File: src/rtl/mem_port_arbiter.sv
// Arbiter for the unified memory port shared by instruction fetch and load/store.
// Round-robin on ties, registered memory outputs, watchdog abort on hung transfers.
module mem_port_arbiter #(
    parameter int ADDR_W  = 32,
    parameter int DATA_W  = 32,
    parameter int TIMEOUT = 16
) (
    input  logic              CLK,
    input  logic              Reset,
    input  logic              if_req,
    input  logic [ADDR_W-1:0] if_addr,
    output logic [DATA_W-1:0] if_rdata,
    output logic              if_ack,
    input  logic              d_req,
    input  logic              d_we,
    input  logic [ADDR_W-1:0] d_addr,
    input  logic [DATA_W-1:0] d_wdata,
    output logic [DATA_W-1:0] d_rdata,
    output logic              d_ack,
    output logic              bus_err,
    output logic              mem_req,
    output logic              mem_we,
    output logic [ADDR_W-1:0] mem_addr,
    output logic [DATA_W-1:0] mem_wdata,
    input  logic [DATA_W-1:0] mem_rdata,
    input  logic              mem_ready,
    output logic              grant_sel
);

    // Counter wide enough to hold TIMEOUT without wrapping before the compare.
    localparam int               CNT_W = $clog2(TIMEOUT + 2);
    localparam logic [CNT_W-1:0] TO_C  = CNT_W'(TIMEOUT);
    localparam logic             WD_EN = (TIMEOUT > 0);

    typedef enum logic [1:0] {
        IDLE    = 2'd0,
        BUSY_IF = 2'd1,
        BUSY_D  = 2'd2
    } state_e;

    state_e            state_q,     state_d;
    logic              last_d_q,    last_d_d;
    logic [CNT_W-1:0]  cnt_q,       cnt_d;
    logic              mem_we_q,    mem_we_d;
    logic [ADDR_W-1:0] mem_addr_q,  mem_addr_d;
    logic [DATA_W-1:0] mem_wdata_q, mem_wdata_d;
    logic [DATA_W-1:0] if_rdata_q,  if_rdata_d;
    logic [DATA_W-1:0] d_rdata_q,   d_rdata_d;
    logic              if_ack_q,    if_ack_d;
    logic              d_ack_q,     d_ack_d;
    logic              bus_err_q,   bus_err_d;

    logic              if_elig;
    logic              d_elig;
    logic              gnt_if;
    logic              gnt_d;
    logic [CNT_W-1:0]  cnt_inc;
    logic              to_hit;

    // Eligibility and round-robin choice; a requester acked this cycle is masked.
    always_comb begin
        if_elig = if_req && !if_ack_q;
        d_elig  = d_req && !d_ack_q;
        gnt_d   = d_elig && (!if_elig || !last_d_q);
        gnt_if  = if_elig && !gnt_d;
    end

    // Watchdog: next count value and whether it reaches the abort threshold.
    always_comb begin
        cnt_inc = cnt_q + CNT_W'(1);
        to_hit  = WD_EN && (cnt_inc == TO_C);
    end

    // Next-state and next-output logic for the arbitration FSM.
    always_comb begin
        state_d     = state_q;
        last_d_d    = last_d_q;
        cnt_d       = cnt_q;
        mem_we_d    = mem_we_q;
        mem_addr_d  = mem_addr_q;
        mem_wdata_d = mem_wdata_q;
        if_rdata_d  = if_rdata_q;
        d_rdata_d   = d_rdata_q;
        if_ack_d    = 1'b0;
        d_ack_d     = 1'b0;
        bus_err_d   = 1'b0;

        unique case (state_q)
            IDLE: begin
                if (gnt_d) begin
                    state_d     = BUSY_D;
                    last_d_d    = 1'b1;
                    cnt_d       = '0;
                    mem_addr_d  = d_addr;
                    mem_we_d    = d_we;
                    mem_wdata_d = d_wdata;
                end else if (gnt_if) begin
                    state_d    = BUSY_IF;
                    last_d_d   = 1'b0;
                    cnt_d      = '0;
                    mem_addr_d = if_addr;
                    mem_we_d   = 1'b0;
                end
            end
            BUSY_IF: begin
                if (mem_ready) begin
                    state_d    = IDLE;
                    if_ack_d   = 1'b1;
                    if_rdata_d = mem_rdata;
                end else if (to_hit) begin
                    state_d   = IDLE;
                    if_ack_d  = 1'b1;
                    bus_err_d = 1'b1;
                end else begin
                    cnt_d = cnt_inc;
                end
            end
            BUSY_D: begin
                if (mem_ready) begin
                    state_d  = IDLE;
                    d_ack_d  = 1'b1;
                    mem_we_d = 1'b0;
                    if (!mem_we_q) begin
                        d_rdata_d = mem_rdata;
                    end
                end else if (to_hit) begin
                    state_d   = IDLE;
                    d_ack_d   = 1'b1;
                    bus_err_d = 1'b1;
                    mem_we_d  = 1'b0;
                end else begin
                    cnt_d = cnt_inc;
                end
            end
            default: begin
                state_d = IDLE;
            end
        endcase
    end

    // State and output registers; reset discards any in-flight transfer.
    always_ff @(posedge CLK) begin
        if (Reset) begin
            state_q     <= IDLE;
            last_d_q    <= 1'b0;
            cnt_q       <= '0;
            mem_we_q    <= 1'b0;
            mem_addr_q  <= '0;
            mem_wdata_q <= '0;
            if_rdata_q  <= '0;
            d_rdata_q   <= '0;
            if_ack_q    <= 1'b0;
            d_ack_q     <= 1'b0;
            bus_err_q   <= 1'b0;
        end else begin
            state_q     <= state_d;
            last_d_q    <= last_d_d;
            cnt_q       <= cnt_d;
            mem_we_q    <= mem_we_d;
            mem_addr_q  <= mem_addr_d;
            mem_wdata_q <= mem_wdata_d;
            if_rdata_q  <= if_rdata_d;
            d_rdata_q   <= d_rdata_d;
            if_ack_q    <= if_ack_d;
            d_ack_q     <= d_ack_d;
            bus_err_q   <= bus_err_d;
        end
    end

    // Port drive: request and mux select follow the registered state.
    always_comb begin
        mem_req   = (state_q != IDLE);
        grant_sel = (state_q == BUSY_D);
        mem_we    = mem_we_q;
        mem_addr  = mem_addr_q;
        mem_wdata = mem_wdata_q;
        if_rdata  = if_rdata_q;
        d_rdata   = d_rdata_q;
        if_ack    = if_ack_q;
        d_ack     = d_ack_q;
        bus_err   = bus_err_q;
    end

endmodule
File: config.mk
export PLATFORM = sky130hd
export DESIGN_NAME = mem_port_arbiter
export DESIGN_NICKNAME = d
export VERILOG_FILES = /design/src/rtl/mem_port_arbiter.sv
export SDC_FILE = /design/constraint.sdc
export NUM_CORES = 1
export LEC_CHECK = 0
export CAP_MARGIN = 10
export CORE_MARGIN = 2
export CORE_UTILIZATION = 41
export CTS_BUF_LIST = sky130_fd_sc_hd__clkbuf_16
export CTS_CLUSTER_DIAMETER = 40
export DETAILED_ROUTE_END_ITERATION = 6
export PLACE_DENSITY = 0.9
export SYNTH_ARGS = -nofsm -noshare
export SYNTH_HDL_FRONTEND = slang
export SYNTH_SLANG_ARGS = --single-unit
File: constraint.sdc
create_clock -name CLK -period 5.2 [get_ports CLK]
set_input_delay 1.04 -clock CLK [delete_from_list [all_inputs] [get_ports CLK]]
set_output_delay 1.04 -clock CLK [all_outputs]
set_load 0.02 [all_outputs]
==> run_results.csv, run 1 <==
group,metric,value,unit
routing,drt_wl_total,16800,um
critical_path,cp-end-kind,"output pin",
floorplanning,die_height,118,um
clocking,clk_transition_reported_paths,0.06,ns
sta,drv_slew,0,
power,share_clk_of_total_power,0.387,
synthesis,synth_largest_area_cell,"dfxtp_1",
final_layout,antenna_cells,0,
synthesis,postSynthRegisterBits,140,
synthesis,ys_async_sr_fraction,0,
clocking,clock_latency,0.41,ns
floorplanning,start_util,0.422,
critical_path,timing.critical_path.buf_inv,3,
synthesis,synthCells,675,
critical_path,timing.critical_path.max_delay_family,"buffers and inverters",
routing,post-route-drc-count,0,
grt,grt_overflow_total,0,
final_layout,finish.instance_area,8720,sq um
placed_design,globalplace.congestion,0.777,
sta,finalCriticalPeriod,3.00,ns
power,power_frac_seq,0.385,
final_layout,layout.cells.most_common_list,"266 x clkdlybuf4s50_1, 263 x nand2_1, 140 x dfxtp_1",
clocking,cts_made_buffers,17,
placed_design,placedCellCount,1071,
placed_design,placed_area,8110,sq um
grt,grtUsageTotal,0.239,
power,p_per_area,363,nW/um^2
sta,worst_hold_slack,0.453,ns
sta,final_hold_viol_count,0,
sta,period_share,0.577,
sta,setup_slack,2.20,ns
routing,average_wire_per_cell_in_the_routed_design,15.3,um
sta,setup_total_negative_slack,0,ns
synthesis,avgSynthCellArea,7.93,sq um
grt,grt_pass1_vias,5389,
critical_path,crit_path_start_kind,"flip-flop",
floorplanning,pin_count,268,
synthesis,postSynthNetCount,815,
sta,worst_clock_skew,0.00687,ns
synthesis,synthFlopType,"dfxtp_1",
hold_path,hold_class,"flip-flop to flip-flop",
routing,routed-via-count,5537,
floorplanning,placeable_area,12700,sq um
routing,viasPerCell,5.02,
critical_path,crit_path_frequent_cell,"inv_1",
critical_path,maximum_single_stage_delay_on_the_critical_path,0.66,ns
floorplanning,fp-row-count,41,
final_layout,syn2layout_area_growth,63.0,%
placed_design,dpl.hpwl,11800,um
power,internal_power_of_the_cells,2.26,mW
critical_path,critical_path_required,4.16,ns
clocking,cts_buffer_depth,2,
final_layout,post-route-util,0.688,
power,power.share.combinational,0.228,
synthesis,synth_sequential_area_ratio,0.524,
run_status,run_status,"finished, final reports clean",
floorplanning,die_w,118,um
clocking,holdBufCountCts,0,
placed_design,detailedPlace.worstSlack,1.95,ns
synthesis,yosys_top_cell_area_share,0.524,
clocking,cts_resized,0,
synthesis,mappedNetlistArea,5350,sq um
routing,drtPass1Iterations,4,
sta,worst-slew-pin-transition,1.17,ns
clocking,cts_setup_buffers,0,
power,total_power,3.16,mW
clocking,cts_sinks,140,
grt,grt_antenna_before_repair,0,
sta,maxClockFrequency,333,MHz
run,drv.max_cap_violation_count,0,
placed_design,port_buffers,267,
synthesis,synth.yosys.warnings,0,
clocking,htree_num_levels,4,
synthesis,ys_top_cells_by_area,"dfxtp_1 52%, nand2_1 18%, a21oi_1 9.7%, a311oi_1 5.2%, clkbuf_1 3.0%",
grt,grt_first_pass_wirelength,26700,um
final_layout,layout-drive-gt1-share,0.0515,
power,power.ir.vdd_worst,189,uV
synthesis,synth-edff-count,0,
final_layout,final-instance-count-excl-fill,1104,
power,power.leakage,3.19,nW
critical_path,worstPathCellList,"inv_1, ha_1, inv_1, clkdlybuf4s50_1",
power,power.switching_fraction,0.287,
final_layout,design.final.nets,1059,
critical_path,timing.critical_path.fanout_max,5,
power,total_switching_power,0.907,mW
sta,setup_viol,0,
critical_path,cp_data_arrival_time,1.96,ns
critical_path,timing.critical_path.slowest_stage_cell,"clkdlybuf4s50_1",
floorplanning,die_area,14000,sq um
final_layout,mostFrequentLayoutCell,"clkdlybuf4s50_1",
sta,grt_setup_unrepaired,"false",
grt,grt_start_max_net_pins,99,
clocking,cts.root.buffer_cell,"clkbuf_16",
routing,antenna_left,0,
routing,drtIter0Drc,369,
sta,max_slew_margin,0.219,
clocking,tritoncts,"built",
synthesis,netlist-cell-type-count,40,
critical_path,worst-setup-path-type,"flip-flop to output pin",
## layer usage
layer,global-route usage,vias up,share of wire
met3,0.0888,37,0.083
met2,0.414,240,0.50
met1,0.256,2523,0.38
li1,-,2737,-
met4,0.114,0,0.032
met5,0,-,0
## cell families after synthesis
logic type      after synthesis  synth area share
fa+ha+maj                     6            0.0140
buf+inv                      53            0.0377
xor+xnor                      1           0.00164
flops                       140             0.524
mux                           3           0.00818
simple gates                322             0.238
compound gates              150             0.177
## worst paths after layout
check | from | to | slack [ns] | cells past startpoint
setup / recovery | state_q[0] | mem_req | 2.20 | 4
hold / removal | mem_wdata[22] | mem_wdata[22] | 0.45 | 2
setup reg to reg | cnt_q[0] | cnt_q[4] | 3.04 | 6
hold reg to reg | mem_wdata[22] | mem_wdata[22] | 0.45 | 2
## area by class of cell
class	instances	area [sq um]
Clock buffer	17	425
Clock inverter	15	171
Fill cell	982	3950
Inverter	5	18.8
Multi-Input combinational cell	482	2370
Sequential cell	140	2800
Tap cell	172	215
Timing Repair Buffer	273	2720
## state kept, by name, indices dropped and copies added, names as in the netlist
signal and count:
mem_addr 32, last_d_q 1, mem_wdata 32, mem_we 1, d_rdata 32, state_q 2
d_ack 1, if_ack 1, bus_err 1, if_rdata 32, cnt_q 5
## synth_stat cells (2+ instances only)
cell type    n
nand3_1      2
ha_1         6
a21oi_1    104
nand2b_1     7
buf_2        2
dfxtp_1    140
buf_1        3
nor3_1       2
clkbuf_1    43
inv_1        5
and3_1       2
o21ai_0      2
nor2_1      36
nand2_1    263
nor2b_1      2
a311oi_1    32
## worst min-delay path, stage by stage, from the launching register on
cell and delay (ns):
dfxtp_1 0.30, nand2_1 0.05, a21oi_1 0.05
## power by group through the flow
| stage | Combinational [mW] | Sequential, mW | Clock [mW] |
|---|---|---|---|
| after detailed placement | 0.719 | 1.24 | 0 |
| after global placement | 0.709 | 1.24 | 0 |
| after floorplan | 0.251 | 1.35 | 0 |
| final | 0.721 | 1.22 | 1.22 |
| after global routing | 0.775 | 1.23 | 1.29 |
| after CTS | 0.724 | 1.22 | 1.24 |
(Power assumes the default switching activity.)
==> run 2: changes to the inputs <==
Settings changed: CORE_UTILIZATION 41 to 36, PLACE_DENSITY 0.9 to 0.84.
Clock period 5.2 ns to 2.6 ns, I/O delays scaled along.
==> run 2 against run 1 <==
Against the previous run:
- clock-buffer cell count unchanged
- flip-flop and latch count stayed put
- wire length is 4.2% lower
- sequential share of layout area is 0.27 points lower
- setup slack worse by 2.1 ns
- critical path depth is the same
- combinational power up 100%
- critical path type unchanged
==> run_results.csv, run 2 (same netlist as run 1, synthesis figures left out) <==
group,metric,value,unit
clocking,cts_sinks,140,
final_layout,antenna_cells,0,
critical_path,timing.critical_path.fanout_max,5,
floorplanning,die_height,126,um
clocking,cts_setup_buffers,0,
placed_design,detailedPlace.worstSlack,0.359,ns
run,drv.max_cap_violation_count,0,
sta,finalCriticalPeriod,2.48,ns
power,power.ir.vdd_worst,380,uV
grt,grt_start_max_net_pins,118,
routing,drtIter0Drc,364,
routing,viasPerCell,4.84,
placed_design,globalplace.congestion,0.795,
run_status,run_status,"finished, final reports clean",
routing,drtPass1Iterations,5,
placed_design,placed_area,8210,sq um
floorplanning,placeable_area,14500,sq um
final_layout,design.final.nets,1064,
final_layout,layout-drive-gt1-share,0.0598,
clocking,htree_num_levels,4,
hold_path,hold_class,"flip-flop to flip-flop",
floorplanning,fp-row-count,44,
grt,grtUsageTotal,0.203,
sta,worst-slew-pin-transition,0.658,ns
routing,average_wire_per_cell_in_the_routed_design,14.4,um
routing,antenna_left,0,
sta,final_hold_viol_count,0,
routing,post-route-drc-count,0,
floorplanning,pin_count,268,
final_layout,mostFrequentLayoutCell,"clkdlybuf4s50_1",
floorplanning,die_area,15900,sq um
grt,grt_pass1_vias,5206,
final_layout,syn2layout_area_growth,64.4,%
floorplanning,die_w,126,um
final_layout,layout.cells.most_common_list,"266 x clkdlybuf4s50_1, 263 x nand2_1, 140 x dfxtp_1",
clocking,cts_resized,0,
grt,grt_first_pass_wirelength,25900,um
clocking,cts_buffer_depth,2,
routing,routed-via-count,5424,
sta,setup_viol,0,
final_layout,fillCellCount,1249,
sta,max_slew_margin,0.561,
critical_path,crit_path_start_kind,"flip-flop",
placed_design,dpl.hpwl,11300,um
final_layout,finish.instance_area,8800,sq um
critical_path,worst-setup-path-type,"flip-flop to output pin",
clocking,cts.root.buffer_cell,"clkbuf_16",
routing,drt_wl_total,16100,um
sta,grt_setup_unrepaired,"false",
critical_path,cp-end-kind,"output pin",
sta,setup_total_negative_slack,0,ns
power,p_per_area,714,nW/um^2
grt,grt_overflow_total,0,
clocking,clock_latency,0.41,ns
placed_design,port_buffers,267,
sta,maxClockFrequency,403,MHz
clocking,cts_made_buffers,17,
power,power.leakage,3.23,nW
critical_path,critical_path_required,2.08,ns
clocking,clk_transition_reported_paths,0.06,ns
clocking,holdBufCountCts,0,
grt,grt_antenna_before_repair,0,
floorplanning,start_util,0.368,
critical_path,cp_data_arrival_time,1.96,ns
sta,drv_slew,0,
sta,period_share,0.954,
sta,setup_slack,0.119,ns
power,total_power,6.28,mW
sta,worst_clock_skew,0.0109,ns
clocking,tritoncts,"built",
[run 2: worst max-delay path: stages (launching register included)]
cell and delay (ns):
dfxtp_1 0.38, inv_1 0.08, ha_1 0.26, inv_1 0.18
clkdlybuf4s50_1 0.66
[run 2: routing by layer]
metal,routed length [um],vias to the layer above,GRT usage
met3,1440,20,0.0807
met5,0,-,0
met1,6590,2431,0.238
met2,7840,230,0.338
met4,277,0,0.0737
li1,-,2743,-
[run 2: worst paths after layout]
| kind | from | to | slack (ns) | cells after the start |
|---|---|---|---|---|
| setup / recovery | state_q[0] | mem_req | 0.12 | 4 |
| hold / removal | mem_wdata[17] | mem_wdata[17] | 0.45 | 2 |
| setup reg to reg | cnt_q[0] | cnt_q[4] | 0.46 | 6 |
| hold reg to reg | mem_wdata[17] | mem_wdata[17] | 0.45 | 2 |
[run 2: power breakdown]
part           leakage (nW)  internal [mW]  switching [mW]  total, mW
clock network         0.292           1.43           0.952       2.38
logic                  1.80          0.694           0.765       1.46
registers              1.14           2.34           0.104       2.44
[run 2: metrics by stage]
| stage | utilization | hold slack, ns | instances |
|---|---|---|---|
| final | 0.605 | 0.451 | 1121 |
| after floorplan | - | 0.464 | 675 |
| after global placement | 0.565 | 0.440 | 1089 |
| after CTS | 0.605 | 0.454 | 1121 |
| after detailed placement | 0.565 | 0.446 | 1089 |
| after global routing | 0.605 | 0.463 | 1121 |
[run 2: layout make-up]
cell class	count	area, sq um	area share
Clock buffer	17	425	0.0484
Tap cell	184	230	0.0262
Timing Repair Buffer	278	2790	0.317
Clock inverter	15	163	0.0185
Sequential cell	140	2800	0.319
Inverter	5	18.8	0.00213
Multi-Input combinational cell	482	2370	0.269
==> patch: new RTL, flow settings as in run 1 <==
The parameter `ADDR_W` goes from 32 to 28.
--- a/src/rtl/mem_port_arbiter.sv
+++ b/src/rtl/mem_port_arbiter.sv
@@ -1,7 +1,7 @@
 // Arbiter for the unified memory port shared by instruction fetch and load/store.
 // Round-robin on ties, registered memory outputs, watchdog abort on hung transfers.
 module mem_port_arbiter #(
-    parameter int ADDR_W  = 32,
+    parameter int ADDR_W  = 28,
     parameter int DATA_W  = 32,
     parameter int TIMEOUT = 16
 ) (
Ports: changed (resized d_addr, if_addr and mem_addr); port bits go from 268 to 256. No check against the original RTL was run, so the function may have changed too.
==> patch against run 1 <==
Via count shrank 3.9%. Critical path depth grew 3. Wire length shrank 5.6%. Power shrank 6.2%. Area after synthesis shrank 2.6%. Sequential share of layout area grew 0.27 points. Cell area shrank 3.7%. Combinational power shrank 6.1%. Synthesized cell count shrank 3.1%. Sequential cell count shrank 4. Setup slack lost 0.13 ns. Largest cell class unchanged.
==> patch: results <==
[critical_path]
arrival_ns = 3.47
cp_slowest_cell = a21o_1
max_stage_delay_ns = 0.52
cp_max_fo = 30
cp_top_family = simple AND/OR/NAND/NOR gates

[route]
wl_met2_um = 7869
via_per_inst = 4.965
routed_wl_um = 15910
wirelength_met1_um = 6272
drtPass1Iterations = 5
dr_wl_met3_um = 1328

[clock_network]
cts_buffer_depth = 2

[timing]
setup_viol = 0
skew_ns = 0.007118
tightest_slew_ns = 1.178

[global_routing]
grt_use_total_pct = 22.54
grt_pass1_vias = 5033
grt_pass1_wl_um = 24020
grtUsageMet3_pct = 7.628
gr-usage-met1_pct = 24.81
use_met2_pct = 39.27

[finish]
fin_nets = 1020
fill_cells = 1027
layout-drive-gt1-share_pct = 5.889

[logic_synthesis]
ys_seq_area_share_pct = 52.27
synth_area_leaders = dfxtp_1 52%, nand2_1 18%, a21oi_1 9.9%
ys_types = 41
synthTopCellsByCount = 254 x nand2_1, 136 x dfxtp_1, 103 x a21oi_1, 37 x clkbuf_1, 33 x nor2_1

[power_and_ir_drop]
p_leak_nw = 3.076
ir_drop_uv = 219.7

[place]
gp_congestion = 0.7811
placed_area_mm2 = 0.007856
dpl.hpwl_um = 11040
numPortBuffers = 255

[outcome]
status = finished clean
patch: final timing paths:
| path | start | end | slack [ns] | depth (start not counted) |
|---|---|---|---|---|
| worst max-delay path | d_req | state_q[1] | 2.07 | 7 |
| worst min register to register | d_rdata[22] | d_rdata[22] | 0.45 | 2 |
| worst min-delay path | d_rdata[22] | d_rdata[22] | 0.45 | 2 |
| worst max register to register | d_ack | state_q[1] | 2.83 | 6 |
patch: tightest hold or removal path: cells and delay by family (launching register included):
| kind | cells | cell delay (ns) |
|---|---|---|
| flops | 1 | 0.30 |
| simple gates | 1 | 0.05 |
| compound gates | 1 | 0.05 |
patch: cell type report:
type	instances	area [µm²]	share of cell area, %
tap	172	215.2	2.561
multi-input combinational	467	2305	27.43
inverter	5	18.77	0.2234
timing repair buffer	261	2595	30.89
clock inverter	14	120.1	1.430
clock buffer	17	425.4	5.063
sequential	136	2723	32.41
patch: logic make-up after synthesis:
group,share of synthesized area [%]
and+or+nand+nor,23.64
AOI/OAI and AO/OA,17.97
DFF,52.27
buffers and inverters,3.867
adders and majority gates,1.441
muxes,0.6485
xor gates and xnor gates,0.1682
patch: stage by stage:
step	utilization [%]	hold WS, ns	cells	worst slack (ns)
after CTS	67.12	0.4533	1072	2.058
final	67.12	0.4513	1072	2.065
after global routing	67.12	0.4687	1072	1.851
after detailed placement	62.76	0.4453	1041	1.615
after floorplan	-	0.4644	654	2.896
after global placement	62.76	0.4404	1041	1.673
patch: power breakdown:
part / leakage [nW] / internal, W / switching [W]
Clock: 0.284 / 0.000688 / 0.000423
Combinational: 1.68 / 0.000314 / 0.000363
Sequential: 1.11 / 0.00113 / 0.0000473
